**config.mk**
```make
export PLATFORM = sky130hd
export DESIGN_NAME = ultrasonic_sequencer
export DESIGN_NICKNAME = d
export VERILOG_FILES = /design/src/rtl/ultrasonic_sequencer.sv
export SDC_FILE = /design/constraint.sdc
export NUM_CORES = 1
export LEC_CHECK = 0
export ABC_AREA = 1
export BUFFER_PORTS_ARGS = -buffer_cell sky130_fd_sc_hd__buf_2
export CAP_MARGIN = 10
export CORE_MARGIN = 2
export CORE_UTILIZATION = 40
export DETAILED_ROUTE_END_ITERATION = 6
export HOLD_SLACK_MARGIN = 0.05
export PLACE_DENSITY = 0.54
export SKIP_LAST_GASP = 1
export SLEW_MARGIN = 20
export SYNTH_ARGS = -nofsm -noshare
export SYNTH_HDL_FRONTEND = slang
export SYNTH_SLANG_ARGS = --single-unit
```
**constraint.sdc**
```tcl
create_clock -name clk -period 2.3 [get_ports clk]
set_input_delay 0.115 -clock clk [delete_from_list [all_inputs] [get_ports clk]]
set_output_delay 0.115 -clock clk [all_outputs]
set_load 0.05 [all_outputs]
```
**src/rtl/ultrasonic_sequencer.sv**
```systemverilog
// Ultrasonic ranging sequencer: trigger pulse, echo-rise wait, echo-width timing, repetition holdoff.
// Optional macro ULTRASONIC_ECHO_SYNC_EN puts a 2-flop synchronizer in front of the echo logic.
module ultrasonic_sequencer #(
    parameter int WIDTH         = 32,
    parameter int TRIG_CYCLES   = 500,
    parameter int RISE_TIMEOUT  = 50000,
    parameter int ECHO_MAX      = 1900000,
    parameter int PERIOD_CYCLES = 3000000
) (
    input  logic             clk,
    input  logic             reset,
    input  logic             enable,
    input  logic             echo_in,
    output logic             trigger_out,
    output logic [WIDTH-1:0] width,
    output logic             width_valid,
    output logic             timeout,
    output logic             busy,
    output logic [2:0]       dbg_state
);

    typedef enum logic [2:0] {
        IDLE      = 3'd0,
        TRIG      = 3'd1,
        WAIT_RISE = 3'd2,
        MEASURE   = 3'd3,
        HOLDOFF   = 3'd4
    } state_t;

    localparam logic [WIDTH-1:0] TRIG_LAST   = WIDTH'(TRIG_CYCLES - 1);
    localparam logic [WIDTH-1:0] RISE_LAST   = WIDTH'(RISE_TIMEOUT - 1);
    localparam logic [WIDTH-1:0] ECHO_LIMIT  = WIDTH'(ECHO_MAX);
    localparam logic [WIDTH-1:0] PERIOD_LAST = WIDTH'(PERIOD_CYCLES - 1);
    localparam logic [WIDTH-1:0] PERIOD_SAT  = WIDTH'(PERIOD_CYCLES);
    localparam logic [WIDTH-1:0] ONE         = WIDTH'(1);

    state_t           r_state;
    state_t           w_state_next;
    logic [WIDTH-1:0] r_trig_cnt;
    logic [WIDTH-1:0] r_wait_cnt;
    logic [WIDTH-1:0] r_width_cnt;
    logic [WIDTH-1:0] r_period_cnt;
    logic             r_echo_q;
    logic             w_echo;
    logic             w_rise;
    logic             w_fire;
    logic [WIDTH-1:0] w_fire_width;
    logic             w_fire_timeout;

`ifdef ULTRASONIC_ECHO_SYNC_EN
    logic [1:0] r_echo_sync;

    always_ff @(posedge clk) begin
        if (reset) begin
            r_echo_sync <= 2'b00;
        end else begin
            r_echo_sync <= {r_echo_sync[0], echo_in};
        end
    end

    assign w_echo = r_echo_sync[1];
`else
    assign w_echo = echo_in;
`endif

    // A level that is already high when WAIT_RISE starts is not a rise.
    assign w_rise = w_echo & ~r_echo_q;

    always_comb begin
        w_state_next   = r_state;
        w_fire         = 1'b0;
        w_fire_width   = '0;
        w_fire_timeout = 1'b0;
        case (r_state)
            IDLE: begin
                if (enable) w_state_next = TRIG;
            end
            TRIG: begin
                if (r_trig_cnt == TRIG_LAST) w_state_next = WAIT_RISE;
            end
            WAIT_RISE: begin
                if (w_rise) begin
                    w_state_next = MEASURE;
                end else if (r_wait_cnt == RISE_LAST) begin
                    w_fire         = 1'b1;
                    w_fire_timeout = 1'b1;
                    w_state_next   = HOLDOFF;
                end
            end
            MEASURE: begin
                if (!w_echo) begin
                    w_fire       = 1'b1;
                    w_fire_width = r_width_cnt;
                    w_state_next = HOLDOFF;
                end else if (r_width_cnt >= ECHO_LIMIT) begin
                    w_fire         = 1'b1;
                    w_fire_width   = ECHO_LIMIT;
                    w_fire_timeout = 1'b1;
                    w_state_next   = HOLDOFF;
                end
            end
            HOLDOFF: begin
                // Leaving on this edge makes the next trigger rise land exactly one period after the last.
                if (r_period_cnt >= PERIOD_LAST) w_state_next = enable ? TRIG : IDLE;
            end
            default: w_state_next = IDLE;
        endcase
    end

    always_ff @(posedge clk) begin
        if (reset) begin
            r_state      <= IDLE;
            r_trig_cnt   <= '0;
            r_wait_cnt   <= '0;
            r_width_cnt  <= '0;
            r_period_cnt <= '0;
            r_echo_q     <= 1'b0;
            width        <= '0;
            width_valid  <= 1'b0;
            timeout      <= 1'b0;
        end else begin
            r_state  <= w_state_next;
            r_echo_q <= w_echo;

            r_trig_cnt <= (r_state == TRIG && w_state_next == TRIG) ? r_trig_cnt + ONE : '0;
            r_wait_cnt <= (r_state == WAIT_RISE && w_state_next == WAIT_RISE) ? r_wait_cnt + ONE : '0;

            if (r_state == WAIT_RISE && w_state_next == MEASURE) begin
                r_width_cnt <= ONE;
            end else if (r_state == MEASURE && w_state_next == MEASURE) begin
                r_width_cnt <= r_width_cnt + ONE;
            end else begin
                r_width_cnt <= '0;
            end

            if (w_state_next == TRIG && r_state != TRIG) begin
                r_period_cnt <= '0;
            end else if (r_state != IDLE && r_period_cnt < PERIOD_SAT) begin
                r_period_cnt <= r_period_cnt + ONE;
            end

            width_valid <= w_fire;
            if (w_fire) begin
                width   <= w_fire_width;
                timeout <= w_fire_timeout;
            end
        end
    end

    assign trigger_out = (r_state == TRIG);
    assign busy        = (r_state != IDLE);
    assign dbg_state   = r_state;

endmodule
```
==> key figures <==
Outcome
  – Outcome: finished, final reports clean

Clock tree
  – Root Buffer: clkbuf_16
  – Hold buffers post-CTS: 0
  – # resized after CTS: 0
  – CTS tree: built
  – Clock Latency Late Sink: between 400 and 500 ps
  – H-Tree Depth: 4
  – Setup Buffers After CTS: 0
  – Clock Tree Buf Depth: 2
  – CTS sink cnt: approximately 170
  – CTS clk-pin slew, worst paths: roughly 60 ps
  – Inserted Clock Buffers: 17

Logic synthesis
  – Yosys warnings: 0
  – Synth top area cells: dfxtp_1, nand2_1, inv_1, nor2_1, nand3_1
  – Yosys top cell area share: between 30% and 40%
  – Post-Syn Instances: 1,199
  – Syn_area_per_cell: between 6 and 7 um^2
  – Count of cell types in the netlist: 36
  – Synthesized area: between 0.008 and 0.009 mm^2
  – Seq/Total Area, Yosys: 40.0%
  – FF+latch count, synth: roughly 170
  – Async S/R FF share, synth: 0%
  – Yosys top cell by area: dfxtp_1
  – Count of flip-flops with a built-in enable after synthesis: 0
  – Main flop type after synthesis: dfxtp_1

STA
  – Clock skew: between 9 and 10 ps
  – Tmin final: a little over 2000 ps
  – Least-Margin Pin Slew: 633 ps
  – Final hold violations: 0
  – Max Slew Vio Count: 0
  – Setup Viol. Count Final: 0
  – Tcrit/Tclk final: just under 90%
  – PnR worst setup slack: approximately 260 ps
  – Slew HR: 57.8%
  – FMAX: 489 MHz

Drt
  – Vias: 7,272
  – Starting DRT DRC Count: about 450
  – Final WL: between 15,000 and 20,000 um
  – Routed vias/inst: 4.75
  – Detailed Routing Iterations Pass 1: 5
  – Remaining antenna violation count after routing: 0
  – Drt drc: 0
  – WL/cell: approximately 13 um

Worst setup path
  – CP Data Required Time: 2610 ps
  – Crit path to: r_period_cnt[24]$_SDFFE_PP0P_
  – Worst R2R Start: r_wait_cnt[0]$_SDFF_PP0_
  – CP Class: reg2reg
  – Critical path startpoint category: flop
  – Cell count of the worst reg-to-reg path: 12
  – Critical R2R Capture: r_period_cnt[24]$_SDFFE_PP0P_
  – Crit end category: flop
  – Reg2reg setup slack: about 260 ps
  – CP startpoint: r_wait_cnt[0]$_SDFF_PP0_
  – CP Data Arrival Time: 2350 ps
  – Crit Path Max Fanout: 32

Global routing
  – Overflow after GRT: 0
  – Largest net degree at the start of global routing: 39
  – Vias in the first global route: 6,834
  – Initial antenna violation count: 0
  – GRT Total Usage: a little under a fifth
  – First-pass GRT wire length: roughly 33,000 um

Cells and area
  – Nets: 1,257
  – Diodes inserted: 0
  – Commonest non-fill, non-tap cell in the layout: nand2_1
  – Layout cells sized above 1: 10.1%
  – Final std cells w/o fill: 1,531
  – Commonest cells after routing, fill and taps aside: nand2_1, dfxtp_1, inv_1
  – Area grow syn2layout: 13.2%

Floorplan
  – Core region area: approximately 0.020 mm^2
  – Row count: 52
  – Die Ht: 148 um
  – Die W: 148 um
  – Initial Util: between 40% and 50%
  – Boundary pin count: 43
  – Die Area: between 0.02 and 0.025 mm^2

Placement
  – IO buf count: 42
  – Post-Place Worst Slack: approximately 150 ps
  – RD Place Congestion: ~0.84
  – DPL Wire Length: about 14,000 um
  – DP Cell Count: 1,499

Hold path
  – Tightest Hold Check Type: in2reg

Flow run
  – MaxCap Viol Count: 0

Pwr
  – Final Power: between 5000 and 6000 uW
  – Leakage: approximately 0.0035 uW
  – PD cells: slightly above 600 mW/mm^2
  – Peak VDD IR: between 400 and 500 uV
per-stage QoR:
stage / hold WS (ps) / area [um^2] / TNS (ps) / util, %
floorplan: 373 / 8360 / 0 / -
global placement: 415 / 8820 / 0 / 43.5
detailed placement: 418 / 8820 / 0 / 43.5
CTS: 72.8 / 9400 / 0 / 46.3
global route: 100 / 9410 / -8.73 / 46.4
finish: 91.7 / 9410 / 0 / 46.4
where the power goes:
group | internal, uW | switching [uW]
combinational | 35.7 | 140
clock | 1520 | 1270
sequential | 2890 | 10.8
total | 4440 | 1420
critical path, cell delays in order (launching register included):
cell and delay [ps]:
dfxtp_1 350, ha_1 240, nand3_1 170, inv_1 100, nand2_1 80, nor2_1 110, nand3_1 90, nand2_1 70
nand3_1 90, nor2_1 160, nand3_2 150, nand2_8 230, nor2_1 70
registers in the layout, indices dropped and copies added, names as in the netlist:
name          cells
width_valid       1
r_echo_q          1
r_width_cnt      32
r_wait_cnt       32
r_trig_cnt       32
r_period_cnt     32
width            32
timeout           1
dbg_state         3
kinds of logic after synthesis:
logic type	share of synthesized area, %
buf+inv	10.1
fa+ha+maj	0.752
other cells	0.0451
xor+xnor	6.53
compound gates	5.43
flops	40.0
simple gates	37.2
worst min path at each step:
| stage | from | slack, ps | endpoint | cells after the start |
|---|---|---|---|---|
| global route | echo_in | 100 | r_echo_q$_SDFF_PP0_ | 3 |
| detailed placement | r_period_cnt[31]$_SDFFE_PP0P_ | 420 | r_period_cnt[31]$_SDFFE_PP0P_ | 2 |
| floorplan | reset | 370 | r_width_cnt[0]$_SDFF_PP0_ | 2 |
| finish | echo_in | 90 | r_echo_q$_SDFF_PP0_ | 3 |
| CTS | echo_in | 70 | r_echo_q$_SDFF_PP0_ | 3 |
| global placement | r_period_cnt[27]$_SDFFE_PP0P_ | 420 | r_period_cnt[27]$_SDFFE_PP0P_ | 2 |
synthesized netlist by cell type, types with 15 or more instances:
cell type and n:
dfxtp_1 166, nand3_1 92, nand2_1 237, xnor2_1 18
nand4_1 34, inv_1 165, nor3_1 89, a21oi_1 37
xor2_1 44, clkbuf_1 15, o21ai_0 22, nor2_2 16
nor2_1 163
area by class of cell:
type	instances	area (um^2)
clock buffer	17	425
clock inverter	15	146
fill	2147	10900
inverter	168	631
multi-input combinational	838	4210
sequential	166	3320
tap	270	338
timing repair buffer	57	339
routing by layer:
| layer | track usage (%) | share of wire (%) | up-vias |
|---|---|---|---|
| li1 | - | - | 3917 |
| met3 | 4.36 | 3.5 | 9 |
| met5 | 0 | 0 | - |
| met2 | 28.7 | 44 | 83 |
| met1 | 25.6 | 52 | 3263 |
| met4 | 3.76 | 0.63 | 0 |
No activity file was read; power rests on OpenSTA's default activity.
